**src/rtl/memory_fifo_sync.sv**
```systemverilog
// Single-clock FIFO over a 2-port array; read data registered, 1-cycle latency.
// Backpressure via full/empty: writes at full and reads at empty are dropped and flagged sticky.
module memory_fifo_sync #(
  parameter int DW        = 32,
  parameter int DEPTH     = 16,
  parameter int PROG_FULL = DEPTH - 2,
  parameter int AW        = $clog2(DEPTH)
) (
  input  logic          clk,
  input  logic          nreset,
  input  logic          clear,
  input  logic          wr_en,
  input  logic [DW-1:0] din,
  input  logic          rd_en,
  output logic [DW-1:0] dout,
  output logic          dout_valid,
  output logic          full,
  output logic          prog_full,
  output logic          empty,
  output logic [AW:0]   count,
  output logic          overflow,
  output logic          underflow
);

  localparam logic [AW:0] DEPTH_C = (AW+1)'(DEPTH);
  localparam logic [AW:0] PFULL_C = (AW+1)'(PROG_FULL);

  logic [DW-1:0] mem [DEPTH];

  logic [AW-1:0] wr_ptr_q, wr_ptr_d;
  logic [AW-1:0] rd_ptr_q, rd_ptr_d;
  logic [AW:0]   count_q, count_d;
  logic [DW-1:0] dout_q;
  logic          dout_valid_q;
  logic          overflow_q, overflow_d;
  logic          underflow_q, underflow_d;
  logic          wr_acc, rd_acc;

  assign full      = (count_q == DEPTH_C);
  assign empty     = (count_q == '0);
  assign prog_full = (count_q >= PFULL_C);

  assign wr_acc = wr_en & ~full & ~clear;
  assign rd_acc = rd_en & ~empty & ~clear;

  always_comb begin
    wr_ptr_d    = wr_ptr_q;
    rd_ptr_d    = rd_ptr_q;
    count_d     = count_q;
    overflow_d  = overflow_q;
    underflow_d = underflow_q;
    if (clear) begin
      wr_ptr_d    = '0;
      rd_ptr_d    = '0;
      count_d     = '0;
      overflow_d  = 1'b0;
      underflow_d = 1'b0;
    end else begin
      if (wr_acc) wr_ptr_d = wr_ptr_q + 1'b1;
      if (rd_acc) rd_ptr_d = rd_ptr_q + 1'b1;
      case ({wr_acc, rd_acc})
        2'b10:   count_d = count_q + 1'b1;
        2'b01:   count_d = count_q - 1'b1;
        default: count_d = count_q;
      endcase
      if (wr_en & full)  overflow_d  = 1'b1;
      if (rd_en & empty) underflow_d = 1'b1;
    end
  end

  // Storage is deliberately left unreset so it can map onto block RAM.
  always_ff @(posedge clk) begin
    if (wr_acc) mem[wr_ptr_q] <= din;
  end

  always_ff @(posedge clk or negedge nreset) begin
    if (!nreset) begin
      wr_ptr_q     <= '0;
      rd_ptr_q     <= '0;
      count_q      <= '0;
      dout_q       <= '0;
      dout_valid_q <= 1'b0;
      overflow_q   <= 1'b0;
      underflow_q  <= 1'b0;
    end else begin
      wr_ptr_q     <= wr_ptr_d;
      rd_ptr_q     <= rd_ptr_d;
      count_q      <= count_d;
      dout_valid_q <= rd_acc;
      overflow_q   <= overflow_d;
      underflow_q  <= underflow_d;
      if (rd_acc) dout_q <= mem[rd_ptr_q];
    end
  end

  assign dout       = dout_q;
  assign dout_valid = dout_valid_q;
  assign count      = count_q;
  assign overflow   = overflow_q;
  assign underflow  = underflow_q;

endmodule
```
**config.mk**
```make
export PLATFORM = sky130hd
export DESIGN_NAME = memory_fifo_sync
export DESIGN_NICKNAME = d
export VERILOG_FILES = /design/src/rtl/memory_fifo_sync.sv
export SDC_FILE = /design/constraint.sdc
export NUM_CORES = 1
export LEC_CHECK = 0
export ABC_AREA = 1
export CORE_ASPECT_RATIO = 2
export CORE_UTILIZATION = 30
export CTS_CLUSTER_SIZE = 25
export DETAILED_ROUTE_END_ITERATION = 16
export SYNTH_ARGS = -nofsm -noshare
export SYNTH_HDL_FRONTEND = slang
export SYNTH_SLANG_ARGS = --single-unit
```
**constraint.sdc**
```tcl
create_clock -name clk -period 7.77 [get_ports clk]
set_input_delay 0.777 -clock clk [delete_from_list [all_inputs] [get_ports clk]]
set_output_delay 0.777 -clock clk [all_outputs]
set_load 0.1 [all_outputs]
```
======== After elaboration in Yosys (flattened, before gate mapping) ========
Memories as Yosys holds them, arrays and structs flattened. A register that Yosys moved wholly into a read port is not among the register bits.
Cells that the tools add are included.
word-level totals
  bits in writable memories ............... 512
  latch bits .............................. 0
  output and inout bits ................... 43
  flip-flop bits (word level) ............. 16
  memories kept ........................... 1
  ROM bits ................................ 0
  bits of input ports ..................... 37
cells by class
  reduce and logical (&&, ||, !) cells .... 7
  add/sub/neg operators ................... 4
  divide/modulo/power cells ............... 0
  $mul .................................... 0
  magnitude comparators ................... 1
  equality and inequality tests ........... 3
  multiplexer cells ....................... 12
  bitwise logic cells ..................... 9
  shift-type cells ........................ 0
memories
  name  words  bits a word  read ports  clocked after Yosys merged registers in  wr ports  RTL line  source
  mem   16     32           1           1                                        1         28        logic [DW-1:0] mem [DEPTH];
operators by type and width
  operator             count
  $mux 4               4
  $pmux 5 s2           1
  $add 4x1->4 const B  2
  $reduce_bool 2->1    4
  $and 1x1->1          6
  $mux 1               6
  $add 5x1->5 const B  1
  $eq 5x5->1 const B   1
  $ge 5x4->1 const B   1
  $logic_not 5->1      1
  $mux 5               1
  $sub 5x1->5 const B  1
  $not 1->1            3
  $reduce_bool 3->1    1
  $eq 2x1->1 const B   1
  $eq 2x2->1 const B   1
  $logic_not 1->1      1

======== Longest topological paths before layout ========
  depth after elaboration ................. 7
  mapped depth ............................ 15

======== Least setup slack after synthesis ========
OpenSTA, ideal clock, no wires.
  path kind ............................... register -> register
  start ................................... register count_q[1] (netlist: count[1])
  end ..................................... memory mem[11][0] (enable)
  cell stages (with the launch flop) ...... 7
  path slack .............................. 4423 ps
  path buffers ............................ 0
  data required time ...................... 7349 ps
  clock period less this slack ............ 3347 ps
  arrival time ............................ 2926 ps
  path through ............................ dfrtp_1 > nor2_2 > nand3_2 > nand2_4 > inv_4 > nand2_1 > nor2_1
between the ends
  word-level cells in the longest chain between the ends .. 6
RTL lines
  what                          RTL line  source
  start: declaration            32        logic [AW:0] count_q, count_d;
  start signal: assignment      88        count_q <= count_d;
  $eq 5x5->1                    39        assign full = (count_q == DEPTH_C);
  $not 1->1                     43        assign wr_acc = wr_en & ~full & ~clear;
  $and 1x1->1 (2 in series)     43
  $mux 1                        73        if (wr_acc) mem[wr_ptr_q] <= din;
  $mux 1 (implied by the code)  73
  end: declaration              28
Every way passes these cells.

======== Final worst setup path ========
  start ................................... register count_q[1] (netlist: count[1])
  end ..................................... output port empty
between the ends
  word-level cells in the longest chain between the ends .. 1
RTL lines
  what              RTL line  source
  $logic_not 5->1   40        assign empty = (count_q == '0);
  end: declaration  19        output logic empty,
Every way passes these cells.

==> out/summary.txt <==
Outcome: completed
Clk sinks: 560
Final Util: 34.7%
Post-synthesis cell count: 1682
Largest delay contributor family on the critical path: buffers and inverters
Top cells by area, synth: edfxtp_1 70%, dfrtp_1 5.4%, nor2_1 5.1%, o21ai_0 4.9%, o22ai_1 4.0%
Post-route minimum period: 3.41 ns
Worst Skew: 0.0171 ns
Crit-path cells: nor2_2, nand3_2, inv_1, clkdlybuf4s50_1
Hold Crit Class: input pin to async pin
Crit path DAT: 2.63 ns
Hold Vio Cnt, Final: 0
Setup Crit Path Kind: register to primary output
Max Slew Vio Count: 0
Ports: 80
CP Data Required Time: 6.99 ns
Synth cell types: 34
Top_reg_cell synth: edfxtp_1
Root buffer cell: clkbuf_16
Actual slew at the worst max-slew pin: 1.11 ns
Worst setup SP type: register
GR Overflow Total: 0
Setup TNS: 0 ns
Ratio of final minimum period to clock period: 43.8%
Area leader, netlist: edfxtp_1
Mapped Nets: 1726
First-pass GRT wire length: 85.3 mm
Post-DRT Antenna Nets: 0
Max clock buf depth: 3
# fillers: 6869
Vias in the first global route: 13915
Post-Syn Area: 22000 um2
CTS clk-pin slew, worst paths: 0.08 ns
Initial Util: 30.3%
Crit-path slowest cell: clkdlybuf4s50_1
Maxcap violations: 0
Asr flop ratio synth: 8.57%
Crit. End Element: primary output
Syn Area/Cell: 13.1 um2
Hold buffers post-CTS: 0
Lkg Pwr: 8.29 nW
Top cell type's share of synthesized area: 69.8%
Most frequent cells in the layout: 512 x edfxtp_1, 284 x nor2_1, 215 x o21ai_0
Yosys reg bits: 560
Slew Limit Headroom: 25.9%
Layout cell share with drive strength beyond 1: 8.02%
Avg Vias per Cell: 5.12
P&R area growth vs syn: 14.5%
Pwr/cell area: 340 nW/um2
Die width: 194 um
Detailed placement HPWL: 29.6 mm
CTS Buf Count: 44
Core ar.: 72700 um2
RSZ-0062 raised after global routing: false
DRC viols: 0
Total die area: 74600 um2
CTS resizes: 0
WP buf/inv: 2
Clk_lat worst skew: 0.58 ns
Peak Freq: 294 MHz
CP Max Fanout: 7
Final wirelength: 56.9 mm
Commonest non-fill, non-tap cell in the layout: edfxtp_1
Total track usage: 15.1%
Total number of vias: 13736
Largest net degree at the start of global routing: 195
Wire per inst: 21.2 um
Post-CTS Setup Bufs: 0
# port buffers: 79
Initial drt markers: 1226
# H-tree levels: 2
Die height: 385 um
EDFF count, synth: 512
First-pass iteration count of the detailed router: 5
Final setup viols: 0
Row cnt: 140
Final Net Count: 1771
Sequential area share after synthesis: 75.2%
Ys Warns: 0
Placer Congestion: 0.765
CP peak stage delay: 1.14 ns
Tot Pwr: 8.58 mW
Antenna violations before repair: 3
Largest vdd supply drop: 239 uV
CTS tree: done
## sequential cells by signal, indices dropped and copies added, names as in the netlist
register    cells
overflow        1
count           5
dout           32
wr_ptr_q        4
dout_valid      1
mem           512
rd_ptr_q        4
underflow       1
## power by group
group / leakage, nW / total (mW) / internal [mW] / switching, mW
Sequential: 5.22 / 3.60 / 3.43 / 0.168
Clock: 0.704 / 2.33 / 1.27 / 1.05
Combinational: 2.37 / 2.66 / 0.688 / 1.97
## synthesized netlist by cell type, types with 14 or more instances
library cell  instances
nor2_1              300
o21ai_0             215
nand3_1              15
mux2i_1              14
buf_2                28
nand2_1             152
clkbuf_1             55
a21oi_1              33
dfrtp_1              48
o22ai_1             140
o21ai_1              89
edfxtp_1            512
## cells by family after synthesis
family | count (synthesis) | synth area share [%]
compound gates | 485 | 12.1
xor+xnor | 2 | 0.0795
fa+ha+maj | 7 | 0.397
buf+inv | 130 | 2.91
flops | 560 | 75.2
mux | 14 | 0.636
simple gates | 484 | 8.72
## layout make-up
type	instances	area (um2)	area share [%]
clock buffers	53	1170	4.62
diodes	2	5.00	0.0198
repair buffers	108	1020	4.02
well taps	923	1150	4.57
multi-input cells	992	4950	19.6
clock inverters	25	282	1.12
inverters	21	91.3	0.362
flip-flops and latches	560	16600	65.7
## worst reg2reg max path, stage by stage (launching register included)
cell	delay (ns)
dfrtp_4	0.74
inv_6	0.58
buf_4	0.95
o21ai_0	0.29
o22ai_1	0.28
a21oi_1	0.13
o31ai_2	0.21
## final timing paths
| kind | from | endpoint | slack (ns) | depth (start not counted) |
|---|---|---|---|---|
| worst max-delay path | count[1] | empty | 4.36 | 4 |
| worst min-delay path | nreset | wr_ptr_q[1] | 0.36 | 2 |
| worst max register to register | rd_ptr_q[0] | dout[5] | 4.51 | 6 |
| worst min register to register | dout[18] | dout[18] | 0.49 | 2 |
| max in group asynchronous | nreset | rd_ptr_q[0] | 6.81 | 2 |
| min in group clk | dout[18] | dout[18] | 0.49 | 2 |
## per-stage QoR
step	hold slack (ns)	area, um2	worst slack [ns]	cells
final	0.360	25200	4.36	2684
after global routing	0.421	25200	4.22	2683
after CTS	0.392	25200	4.33	2682
after detailed placement	0.474	23800	4.45	2604
after global placement	0.474	23800	4.48	2604
after floorplan	0.481	22000	4.42	1682
## layer usage
metal	GRT usage, %	share of wire [%]	wire length, um	vias up
met5	0	0.032	18	-
met4	5.97	3.2	1820	4
met3	1.84	4.9	2770	96
met2	28.3	53	30400	394
met1	17.3	39	22000	6996
li1	-	-	-	6246
No activity file was read; power rests on OpenSTA's default activity.
